$ cat src/rtl/fft_stage_ctrl.sv
// Sequencer for an in-place 512-point radix-2 DIT FFT: 9 stages x 256 butterflies, one per cycle.
// Reads issue one cycle after start; writes trail reads by BF_LAT cycles; no backpressure.
module fft_stage_ctrl #(
    parameter int BF_LAT = 2
) (
    input  logic       clk,
    input  logic       rst,
    input  logic       start,
    output logic       busy,
    output logic       done,
    output logic [3:0] stage,
    output logic       rd_en,
    output logic [8:0] rd_addr1,
    output logic [8:0] rd_addr2,
    output logic [7:0] tw_addr,
    output logic       wr_en,
    output logic [8:0] wr_addr1,
    output logic [8:0] wr_addr2
);

    typedef enum logic [1:0] {IDLE, READ, DRAIN, DONE} state_t;

    typedef struct packed {
        logic [8:0] a1;
        logic [8:0] a2;
        logic [7:0] tw;
    } addr_t;

    state_t     state;
    logic [7:0] b;
    logic [3:0] dcnt;

    logic       vld_pipe [BF_LAT];
    logic [8:0] a1_pipe  [BF_LAT];
    logic [8:0] a2_pipe  [BF_LAT];

    function automatic addr_t gen_addr(input logic [3:0] s, input logic [7:0] bi);
        logic [8:0] bw;
        logic [8:0] half;
        logic [8:0] pos;
        addr_t      r;
        bw   = {1'b0, bi};
        half = 9'd1 << s;
        pos  = bw & (half - 9'd1);
        r.a1 = ((bw >> s) << (s + 4'd1)) | pos;
        r.a2 = r.a1 + half;
        r.tw = 8'(pos << (4'd8 - s));
        return r;
    endfunction

    always_ff @(posedge clk) begin
        if (rst) begin
            state    <= IDLE;
            b        <= '0;
            dcnt     <= '0;
            busy     <= 1'b0;
            done     <= 1'b0;
            stage    <= '0;
            rd_en    <= 1'b0;
            rd_addr1 <= '0;
            rd_addr2 <= '0;
            tw_addr  <= '0;
        end else begin
            done <= 1'b0;
            case (state)
                IDLE: begin
                    if (start) begin
                        state <= READ;
                        busy  <= 1'b1;
                        rd_en <= 1'b1;
                        stage <= '0;
                        b     <= '0;
                        {rd_addr1, rd_addr2, tw_addr} <= gen_addr(4'd0, 8'd0);
                    end
                end
                READ: begin
                    if (b == 8'd255) begin
                        state <= DRAIN;
                        rd_en <= 1'b0;
                        dcnt  <= '0;
                        {rd_addr1, rd_addr2, tw_addr} <= '0;
                    end else begin
                        b <= b + 8'd1;
                        {rd_addr1, rd_addr2, tw_addr} <= gen_addr(stage, b + 8'd1);
                    end
                end
                DRAIN: begin
                    // Last write of the stage must land before the next stage reads it back.
                    if (dcnt == 4'(BF_LAT)) begin
                        if (stage == 4'd8) begin
                            state <= DONE;
                            busy  <= 1'b0;
                            done  <= 1'b1;
                        end else begin
                            state <= READ;
                            stage <= stage + 4'd1;
                            b     <= '0;
                            rd_en <= 1'b1;
                            {rd_addr1, rd_addr2, tw_addr} <= gen_addr(stage + 4'd1, 8'd0);
                        end
                    end else begin
                        dcnt <= dcnt + 4'd1;
                    end
                end
                DONE: begin
                    stage <= '0;
                    state <= IDLE;
                end
                default: state <= IDLE;
            endcase
        end
    end

    always_ff @(posedge clk) begin
        if (rst) begin
            for (int i = 0; i < BF_LAT; i++) begin
                vld_pipe[i] <= 1'b0;
                a1_pipe[i]  <= '0;
                a2_pipe[i]  <= '0;
            end
        end else begin
            vld_pipe[0] <= rd_en;
            a1_pipe[0]  <= rd_addr1;
            a2_pipe[0]  <= rd_addr2;
            for (int i = 1; i < BF_LAT; i++) begin
                vld_pipe[i] <= vld_pipe[i-1];
                a1_pipe[i]  <= a1_pipe[i-1];
                a2_pipe[i]  <= a2_pipe[i-1];
            end
        end
    end

    assign wr_en    = vld_pipe[BF_LAT-1];
    assign wr_addr1 = a1_pipe[BF_LAT-1];
    assign wr_addr2 = a2_pipe[BF_LAT-1];

endmodule

$ cat config.mk
export PLATFORM = sky130hd
export DESIGN_NAME = fft_stage_ctrl
export DESIGN_NICKNAME = d
export VERILOG_FILES = /design/src/rtl/fft_stage_ctrl.sv
export SDC_FILE = /design/constraint.sdc
export NUM_CORES = 1
export LEC_CHECK = 0
export CAP_MARGIN = 20
export CORE_AREA = 2 2 99 101
export CTS_BUF_LIST = sky130_fd_sc_hd__clkbuf_16
export CTS_CLUSTER_DIAMETER = 30
export DETAILED_ROUTE_END_ITERATION = 10
export DIE_AREA = 0 0 101 103
export PLACE_DENSITY_LB_ADDON = 0.05
export REMOVE_ABC_BUFFERS = 1
export SLEW_MARGIN = 20
export SYNTH_ARGS = -nofsm -noshare
export SYNTH_HDL_FRONTEND = slang
export SYNTH_SLANG_ARGS = --single-unit
$ cat constraint.sdc
create_clock -name clk -period 4.8 [get_ports clk]
set_input_delay 0.96 -clock clk [delete_from_list [all_inputs] [get_ports clk]]
set_output_delay 0.96 -clock clk [all_outputs]
set_load 0.01 [all_outputs]
==> results_dict.tcl, run 1 <==
set metrics [dict create \
    status "finished, final reports clean" \
    grt_pass1_wl_mm 22.1 \
    first_global_vias 4201 \
    worstSetupEndpointType "flip-flop" \
    hold_viol_final 0 \
    slew_violations 0 \
    cp_max_fo 14 \
    dp.cells 743 \
    synth_edf_count 0 \
    avgSynthCellArea_um2 8.41 \
    synth_simple_gate_area_share_pct 24.6 \
    synth_top_family_by_area "simple AND/OR/NAND/NOR gates" \
    synth-compound-area-share_pct 22.3 \
    grt_max_degree 38 \
    fmax_mhz 223 \
    seq_area_frac_synth_pct 33.1 \
    cp_data_arrival_time_ns 4.72 \
    hp-class "flip-flop to flip-flop" \
    htree_levels 3 \
    cts-root-buf "clkbuf_16" \
    synthCells 611 \
    rsz0062_at_grt "no" \
    final_cell_mix "84 x dfxtp_1, 53 x clkdlybuf4s50_1, 49 x nor2_1" \
    clock_skew_ns 0.00841 \
    wl_mm 13.9 \
    ant_nets 0 \
    synth-adder-area-share_pct 6.72 \
    syn_area_um2 5140 \
    reg2reg_to "rd_addr2[8]" \
    ir_worst_vdd_mv 0.362 \
    worstRegToRegCells 15 \
    cellPowerDensity_nw_per_um2 364 \
    route.vias.total 4522 \
    cp-start-kind "flip-flop" \
    fp.dieW_um 101 \
    worstPathRequired_ns 5.03 \
    setup_violations 0 \
    worstHoldStart "a1_pipe[0][1]" \
    portBuffers 54 \
    layout.nets 670 \
    hold_end "a1_pipe[0][10]" \
    regArea_um2 1700 \
    post_drt_wl_per_cell_um 18.3 \
    synth_warnings 0 \
    async_flop_share_pct 0 \
    timing.rr.start "b[3]" \
    cts_hold_buf 0 \
    tightest_slew_ns 0.946 \
    core-area_um2 9460 \
    finalPower_mw 2.17 \
    drt-initial-drc-count 272 \
    grt_usage_pct 27.5 \
    cts.sinks 85 \
    multi_input_area_um2 3050 \
    numCtsBuffers 9 \
    vias_per_cell 5.96 \
    period_needed_ns 4.48 \
    drt-pass1-iter-count 5 \
    place.gp.congestion 0.976 \
    layout_commonest_cell "dfxtp_1" \
    r2r_slack_ns 0.32 \
    drt_drc_violations_left 0 \
    cts_buffer_depth 2 \
    p_leak_nw 2.33 \
    synth_ff_type "dfxtp_1" \
    fillers 850 \
    io-pin-count 55 \
    layout-drive-gt1-share_pct 9.46 \
    fin_cells 759 \
    finalCritPeriodShare_pct 93.4 \
    yosys-mux-area-fraction_pct 2.65 \
    maxCapViolCount 0 \
    cts_tree "built" \
    slew_headroom_pct 36.9 \
    rows 36 \
    worstHoldPathCells 1 \
    yosys.area_share.xor_xnor_pct 2.90 \
    chipHeight_um 103 \
    utilization_pct 63.0 \
    antenna_found_initial 0 \
    areaGrowthSynthToFinish_pct 15.9 \
    ys_types 82 \
    synth-seq-cells 85 \
    start_util_pct 54.4 \
    grt.overflow.total 0 \
    diodes 0 \
    clk_latency_ns 0.35 \
    crit_type "flip-flop to flip-flop" \
    die-area_um2 10400 \
    clk_pin_slew_worst_paths_ns 0.07 \
    dpl.hpwl_mm 10.3 \
]
Yosys cell counts (all sizes together) (6+ instances only):
library cell,instances,area [µm²]
a21oi,42,221
clkbuf,20,75.1
nand4,6,52.6
o21bai,6,45.0
buf,38,260
mux2i,8,80.1
ha,26,325
a21o,6,45.0
nor2,50,190
nand3,19,100
a32oi,7,68.8
nor3,14,70.1
and2,10,62.6
nand2,40,150
nor2b,48,300
xor2,11,96.3
o211ai,6,50.1
or3,7,43.8
nand2b,13,81.3
a22o,9,78.8
and3,6,37.5
dfxtp,85,1700
o31ai,10,75.1
o21ai,28,140
xnor2,6,52.6
inv,15,56.3
cell type report:
class                      instances  area share [%]
clock buffer                       9            3.78
clock inverter                     7            1.34
sequential                        85            28.6
multi-input combinational        452            51.1
tap                              114            2.39
inverter                          16            1.01
timing repair buffer              76            11.8
per-stage QoR:
stage	cell area, µm²	TNS [ns]	setup WS [ns]	hold slack (ns)
floorplan	4810	-0.190	-0.190	0.414
global placement	5650	0	0.460	0.416
detailed placement	5650	0	0.325	0.428
CTS	5950	0	0.296	0.443
global route	5960	0	0.0384	0.452
finish	5960	0	0.318	0.434
what timing repair did:
action                     in CTS  in global routing
setup buffers                   0                  0
resized for setup               0                  2
setup endpoints to repair       0                  1
state kept, by name (all words and copies together), names as in the netlist:
signal    cells
done          1
stage         4
a2_pipe      18
busy          1
rd_en         1
tw_addr       8
vld_pipe      2
b             8
a1_pipe      18
rd_addr2      9
dcnt          4
rd_addr1      9
state         2
how the worst max path moves through the flow:
| stage | from | cells past startpoint | endpoint | slack [ns] |
|---|---|---|---|---|
| after CTS | b[1] | 17 | rd_addr2[8] | 0.30 |
| after global routing | b[1] | 17 | rd_addr2[8] | 0.04 |
| after floorplan | stage[0] | 13 | rd_addr2[8] | -0.19 |
| final | b[3] | 15 | rd_addr2[8] | 0.32 |
| after detailed placement | b[1] | 17 | rd_addr2[8] | 0.33 |
| after global placement | stage[0] | 16 | rd_addr2[8] | 0.46 |
metal layers:
| layer | vias up | part of all wire [%] | global-route usage [%] |
|---|---|---|---|
| met5 | - | 0 | 0 |
| met4 | 0 | 3.0 | 12.6 |
| met3 | 29 | 5.5 | 3.80 |
| met2 | 146 | 46 | 43.8 |
| met1 | 2117 | 46 | 37.1 |
| li1 | 2230 | - | - |
kinds of logic (layout without fill, tap and decap cells):
family / after synthesis / count (layout)
DFF: 85 / 85
adders and majority gates: 27 / 27
xor gates and xnor gates: 17 / 17
muxes: 12 / 12
and+or+nand+nor: 235 / 235
AOI/OAI and AO/OA: 161 / 161
buffers and inverters: 74 / 108
report_power, final:
group	internal, mW	switching (mW)
Sequential	0.744	0.0296
Combinational	0.247	0.433
Clock	0.410	0.306
Total	1.40	0.769
worst max-delay path: stages (launching register included):
cell      delay [ns]
dfxtp_1         0.63
nand4_4         0.20
or3_1           0.40
and2_1          0.22
o221a_4         0.29
o221a_1         0.25
a211o_1         0.35
o211ai_2        0.27
ha_1            0.34
nand3_1         0.11
o211ai_1        0.11
o41ai_1         0.37
xnor2_1         0.13
and3_1          0.22
o211a_1         0.11
or3_1           0.36
No activity file was read; power rests on OpenSTA's default activity.
==> run 2: changes to the inputs <==
--- a/config.mk
+++ b/config.mk
@@ -6,14 +6,16 @@
 export NUM_CORES = 1
 export LEC_CHECK = 0
 export CAP_MARGIN = 20
-export CORE_AREA = 2 2 99 101
+export CORE_AREA = 2 2 100 102
 export CTS_BUF_LIST = sky130_fd_sc_hd__clkbuf_16
 export CTS_CLUSTER_DIAMETER = 30
+export CTS_CLUSTER_SIZE = 14
 export DETAILED_ROUTE_END_ITERATION = 10
-export DIE_AREA = 0 0 101 103
+export DIE_AREA = 0 0 102 104
 export PLACE_DENSITY_LB_ADDON = 0.05
 export REMOVE_ABC_BUFFERS = 1
 export SLEW_MARGIN = 20
 export SYNTH_ARGS = -nofsm -noshare
 export SYNTH_HDL_FRONTEND = slang
 export SYNTH_SLANG_ARGS = --single-unit
+export TNS_END_PERCENT = 30
==> results_dict.tcl, run 2 (synthesized netlist as in run 1, its figures left out) <==
set metrics [dict create \
    clkPwrFrac_pct 32.5 \
    top_regs "a1_pipe (18), a2_pipe (18)" \
    die-area_um2 10600 \
    intPower_mw 1.40 \
    vias_per_cell 5.84 \
    dp.cells 758 \
    final_cell_mix "84 x dfxtp_1, 53 x clkdlybuf4s50_1, 49 x nor2_1" \
    drt_drc_violations_left 0 \
    clock_skew_ns 0.00644 \
    portBuffers 54 \
    cts.sinks 85 \
    slew_violations 0 \
    layout_commonest_cell "dfxtp_1" \
    clk_pin_slew_worst_paths_ns 0.06 \
    p_seq_share_pct 36.2 \
    start_util_pct 53.8 \
    first_global_vias 4107 \
    rows 36 \
    finalPower_mw 2.15 \
    core-area_um2 9550 \
    ir_worst_vdd_mv 0.333 \
    antenna_found_initial 0 \
    cts_tree "built" \
    diodes 0 \
    ant_nets 0 \
    crit_type "flip-flop to flip-flop" \
    tightest_slew_ns 0.893 \
    cellPowerDensity_nw_per_um2 361 \
    drt-pass1-iter-count 5 \
    worstSetupEndpointType "flip-flop" \
    status "finished, final reports clean" \
    period_needed_ns 4.43 \
    hold_viol_final 0 \
    worstPathRequired_ns 5.03 \
    fp.dieW_um 102 \
    cts_buffer_depth 2 \
    layout.nets 666 \
    numCtsBuffers 9 \
    switching_share_pct 34.6 \
    cts-root-buf "clkbuf_16" \
    chipHeight_um 104 \
    fmax_mhz 226 \
    dpl.hpwl_mm 9.91 \
    fin_cells 774 \
    utilization_pct 62.3 \
    slew_headroom_pct 39.7 \
    combPwrFrac_pct 31.3 \
    cp-start-kind "flip-flop" \
    clk_latency_ns 0.35 \
    areaGrowthSynthToFinish_pct 15.6 \
    grt.overflow.total 0 \
    p_leak_nw 2.31 \
    crit_slowest_cell "dfxtp_1" \
    drt-initial-drc-count 318 \
    finalCritPeriodShare_pct 92.3 \
    crit_family "compound AO/OA/AOI/OAI gates" \
    layout-drive-gt1-share_pct 8.58 \
    hold_ws_ns 0.437 \
    cp_max_fo 14 \
    critPathMaxStageDelay_ns 0.66 \
    finalSetupTns_ns 0 \
    grt_usage_pct 25.7 \
    route.vias.total 4523 \
    rsz0062_at_grt "no" \
    maxCapViolCount 0 \
    grt_pass1_wl_mm 21.3 \
    wl_mm 13.4 \
    grt_max_degree 48 \
    io-pin-count 55 \
    cp_data_arrival_time_ns 4.66 \
    cts_setup_buffers 0 \
    htree_levels 3 \
    switchingPower_mw 0.742 \
    setup_violations 0 \
    hp-class "flip-flop to flip-flop" \
    cp_num_buf_inv 1 \
    path_cells "nand3_1 -> xor2_1 -> a21oi_1 -> a32o_2 -> a21oi_4 -> mux2_2 -> o31ai_1 -> buf_4 -> fa_1 -> a21oi_1 -> o211ai_1 -> o41ai_1 -> xnor2_1 -> and3_1 -> o211a_1 -> or3_1" \
    crit_path_frequent_cell "a21oi_1" \
    place.gp.congestion 0.959 \
    post_drt_wl_per_cell_um 17.3 \
]
==> run 2: power by group through the flow <==
stage	Combinational [mW]	Sequential [mW]	Clock [mW]
after floorplan	0.414	0.803	0
after global placement	0.654	0.789	0
after detailed placement	0.665	0.792	0
after CTS	0.669	0.776	0.718
after global routing	0.739	0.782	0.742
final	0.671	0.777	0.698
==> run 2: worst reg2reg max path: stages, from the launching register on <==
cell	delay (ns)
dfxtp_1	0.66
nand3_1	0.32
xor2_1	0.31
a21oi_1	0.11
a32o_2	0.28
a21oi_4	0.25
mux2_2	0.21
o31ai_1	0.07
buf_4	0.16
fa_1	0.42
a21oi_1	0.22
o211ai_1	0.16
o41ai_1	0.37
xnor2_1	0.12
and3_1	0.19
o211a_1	0.09
or3_1	0.36
==> run 2: path summary, 6_finish.rpt <==
kind	end	cells after the start	slack, ns	from
setup / recovery	rd_addr2[8]	16	0.37	b[3]
hold / removal	a2_pipe[0][13]	1	0.44	a2_pipe[0][4]
setup reg to reg	rd_addr2[8]	16	0.37	b[3]
hold reg to reg	a2_pipe[0][13]	1	0.44	a2_pipe[0][4]
==> run 2: routing by layer <==
metal | up-vias | track usage [%] | routed length, µm
met5 | - | 0 | 0
met4 | 0 | 10.2 | 308
met3 | 22 | 4.64 | 606
li1 | 2221 | - | -
met1 | 2138 | 34.4 | 6070
met2 | 142 | 40.8 | 6370
==> run 2: stage by stage <==
stage          cell area, µm²  worst slack (ns)
2_1_floorplan            4810            -0.190
3_3_place_gp             5640             0.423
3_5_place_dp             5640             0.263
4_1_cts                  5940             0.231
5_1_grt                  5950            0.0622
6_report                 5950             0.371
==> run 2: repair_timing <==
| item | in CTS | in global routing |
|---|---|---|
| endpoints found under the setup margin | 0 | 1 |
| hold buffers | 0 | 0 |
| gates resized for setup | 0 | 2 |
==> run 2: final cells by class <==
type / instances / area [µm²]
multi-input cells: 452 / 3050
fillers: 864 / 3600
flip-flops and latches: 85 / 1700
clock inverters: 7 / 73.8
inverters: 16 / 60.1
repair buffers: 72 / 671
well taps: 133 / 166
clock buffers: 9 / 225
==> run 3: changes to the inputs <==
--- a/config.mk
+++ b/config.mk
@@ -6,12 +6,12 @@
 export NUM_CORES = 1
 export LEC_CHECK = 0
 export CAP_MARGIN = 20
-export CORE_AREA = 2 2 100 102
+export CORE_AREA = 2 2 103 105
 export CTS_BUF_LIST = sky130_fd_sc_hd__clkbuf_16
 export CTS_CLUSTER_DIAMETER = 30
-export CTS_CLUSTER_SIZE = 14
+export CTS_CLUSTER_SIZE = 25
 export DETAILED_ROUTE_END_ITERATION = 10
-export DIE_AREA = 0 0 102 104
+export DIE_AREA = 0 0 105 107
 export PLACE_DENSITY_LB_ADDON = 0.05
 export REMOVE_ABC_BUFFERS = 1
 export SLEW_MARGIN = 20
==> constraint.sdc (replaced) <==
create_clock -name clk -period 3.93 [get_ports clk]
set_input_delay 0.786 -clock clk [delete_from_list [all_inputs] [get_ports clk]]
set_output_delay 0.786 -clock clk [all_outputs]
set_load 0.01 [all_outputs]
==> results_dict.tcl, run 3 (synthesized netlist as in run 1, its figures left out) <==
set metrics [dict create \
    status "finished, final reports clean" \
    worstSetupEndpointType "flip-flop" \
    wl_mm 14.4 \
    hp-class "flip-flop to flip-flop" \
    period_needed_ns 3.91 \
    crit_path_frequent_cell "ha_4" \
    rsz0062_at_grt "yes" \
    final_cell_mix "101 x buf_4, 77 x dfxtp_1, 53 x clkdlybuf4s50_1" \
    rows 37 \
    areaGrowthSynthToFinish_pct 31.9 \
    grt_max_degree 41 \
    finalCritPeriodShare_pct 99.5 \
    slew_headroom_pct 52.0 \
    drt-pass1-iter-count 5 \
    intPower_mw 1.82 \
    p_seq_share_pct 34.1 \
    crit_slowest_cell "o41ai_2" \
    worstHoldPathCells 1 \
    hold_viol_final 0 \
    grt.overflow.total 0 \
    drt-initial-drc-count 322 \
    layout_commonest_cell "buf_4" \
    multi_input_area_um2 3220 \
    timing.rr.start "b[1]" \
    placed_area_um2 6220 \
    fmax_mhz 256 \
    clkPwrFrac_pct 30.7 \
    dp.cells 837 \
    slew_violations 0 \
    p_leak_nw 2.76 \
    drt_drc_violations_left 0 \
    first_global_vias 4552 \
    cts_buffer_depth 2 \
    cp_data_arrival_time_ns 4.14 \
    grt_usage_pct 25.7 \
    finalInstanceArea_um2 6780 \
    r2r_slack_ns 0.02 \
    path_cells "ha_4 -> inv_1 -> or3_4 -> and2_4 -> o221a_4 -> o221a_1 -> a211o_1 -> o211ai_4 -> ha_4 -> nand3_1 -> o211ai_1 -> o41ai_2 -> xnor2_1 -> and3_1 -> o211a_1 -> or3_1" \
    htree_levels 3 \
    numCtsBuffers 9 \
    grt_pass1_wl_mm 22.9 \
    diodes 0 \
    layout-drive-gt1-share_pct 24.7 \
    fp.dieW_um 105 \
    antenna_found_initial 0 \
    cp-startpoint "b[1]" \
    tightest_slew_ns 0.711 \
    worstPathRequired_ns 4.15 \
    start_util_pct 50.9 \
    route.vias.total 4921 \
    hold_ws_ns 0.433 \
    io-pin-count 55 \
    utilization_pct 67.2 \
    cp_max_fo 7 \
    worstRegToRegCells 16 \
    critPathMaxStageDelay_ns 0.37 \
    ant_nets 0 \
    fillers 858 \
    worstHoldStart "a1_pipe[0][3]" \
    maxCapViolCount 0 \
    clk_latency_ns 0.34 \
    portBuffers 54 \
    combPwrFrac_pct 35.2 \
    switching_share_pct 34.1 \
    layout.nets 750 \
    core-area_um2 10100 \
    clk_pin_slew_worst_paths_ns 0.06 \
    post_drt_wl_per_cell_um 16.8 \
    die-area_um2 11200 \
    cts_tree "built" \
    chipHeight_um 107 \
    cellPowerDensity_nw_per_um2 408 \
    setup_violations 0 \
    switchingPower_mw 0.942 \
    place.gp.congestion 0.953 \
    cp-start-kind "flip-flop" \
    hold_end "a1_pipe[0][12]" \
    cts-root-buf "clkbuf_16" \
    vias_per_cell 5.72 \
    clock_skew_ns 0.0125 \
    crit_type "flip-flop to flip-flop" \
    regArea_um2 1720 \
    fin_cells 861 \
    cts.sinks 85 \
    dpl.hpwl_mm 10.8 \
    ir_worst_vdd_mv 0.348 \
    reg2reg_to "rd_addr2[8]" \
    top_regs "a1_pipe (18), a2_pipe (18)" \
]
run 3: changes by cell type in the layout (fill, tap and decap cells not counted), sizes merged:
cell | previous run | this run
buf | 19 | 103
clkinv | 2 | 4
inv | 19 | 17
run 3: worst max-delay path by stage:
stage	end	slack, ns	depth (start not counted)
2_1_floorplan	rd_addr2[8]	-1.06	13
4_1_cts	rd_addr2[8]	0.004	17
3_5_place_dp	rd_addr2[8]	-0.14	16
3_3_place_gp	rd_addr2[8]	-0.07	15
5_1_grt	rd_addr2[8]	-0.20	21
6_report	rd_addr2[8]	0.02	16
run 3: power groups by stage:
stage / Combinational (mW) / Clock (mW) / Sequential, mW
floorplan: 0.505 / 0 / 0.981
global placement: 0.889 / 0 / 0.958
detailed placement: 0.905 / 0 / 0.960
CTS: 0.911 / 0.862 / 0.942
global route: 1.06 / 0.892 / 0.948
finish: 0.973 / 0.848 / 0.942
run 3: final cells by class:
type	count	area share [%]
clock buffer	9	3.32
inverter	16	0.886
sequential	85	25.4
clock inverter	7	1.11
timing repair buffer	156	19.2
tap	136	2.51
multi-input combinational	452	47.5
run 3: per-layer routing:
layer / wire length, µm / vias to the layer above / part of all wire, % / global-route usage (%)
li1: - / 2388 / - / -
met1: 6420 / 2329 / 45 / 33.0
met2: 6860 / 172 / 48 / 43.0
met3: 768 / 32 / 5.3 / 4.68
met4: 380 / 0 / 2.6 / 9.52
met5: 0 / - / 0 / 0
run 3: stage by stage:
stage	total power [mW]	TNS [ns]	worst slack, ns
after floorplan	1.49	-3.86	-1.06
after global placement	1.85	-0.0737	-0.0737
after detailed placement	1.87	-0.150	-0.136
after CTS	2.71	0	0.00415
after global routing	2.90	-0.287	-0.203
final	2.76	0	0.0192
run 3: what timing repair did:
item,in CTS,in global routing
hold endpoints to repair,0,0
buffers inserted,0,8
pin swaps,0,18
gates cloned,0,0
hold buffers,0,0
gates resized for setup,6,45
setup endpoints to repair,3,4
run 3: worst max-delay path, delay by kind of cell, from the launching register on:
family / cells / cell delay, ns
AO/OA/AOI/OAI: 7 / 1.67
XOR/XNOR: 1 / 0.13
adder cells (fa/ha/maj): 2 / 0.44
buffers and inverters: 1 / 0.06
flip-flops: 1 / 0.36
AND/OR/NAND/NOR: 5 / 1.15
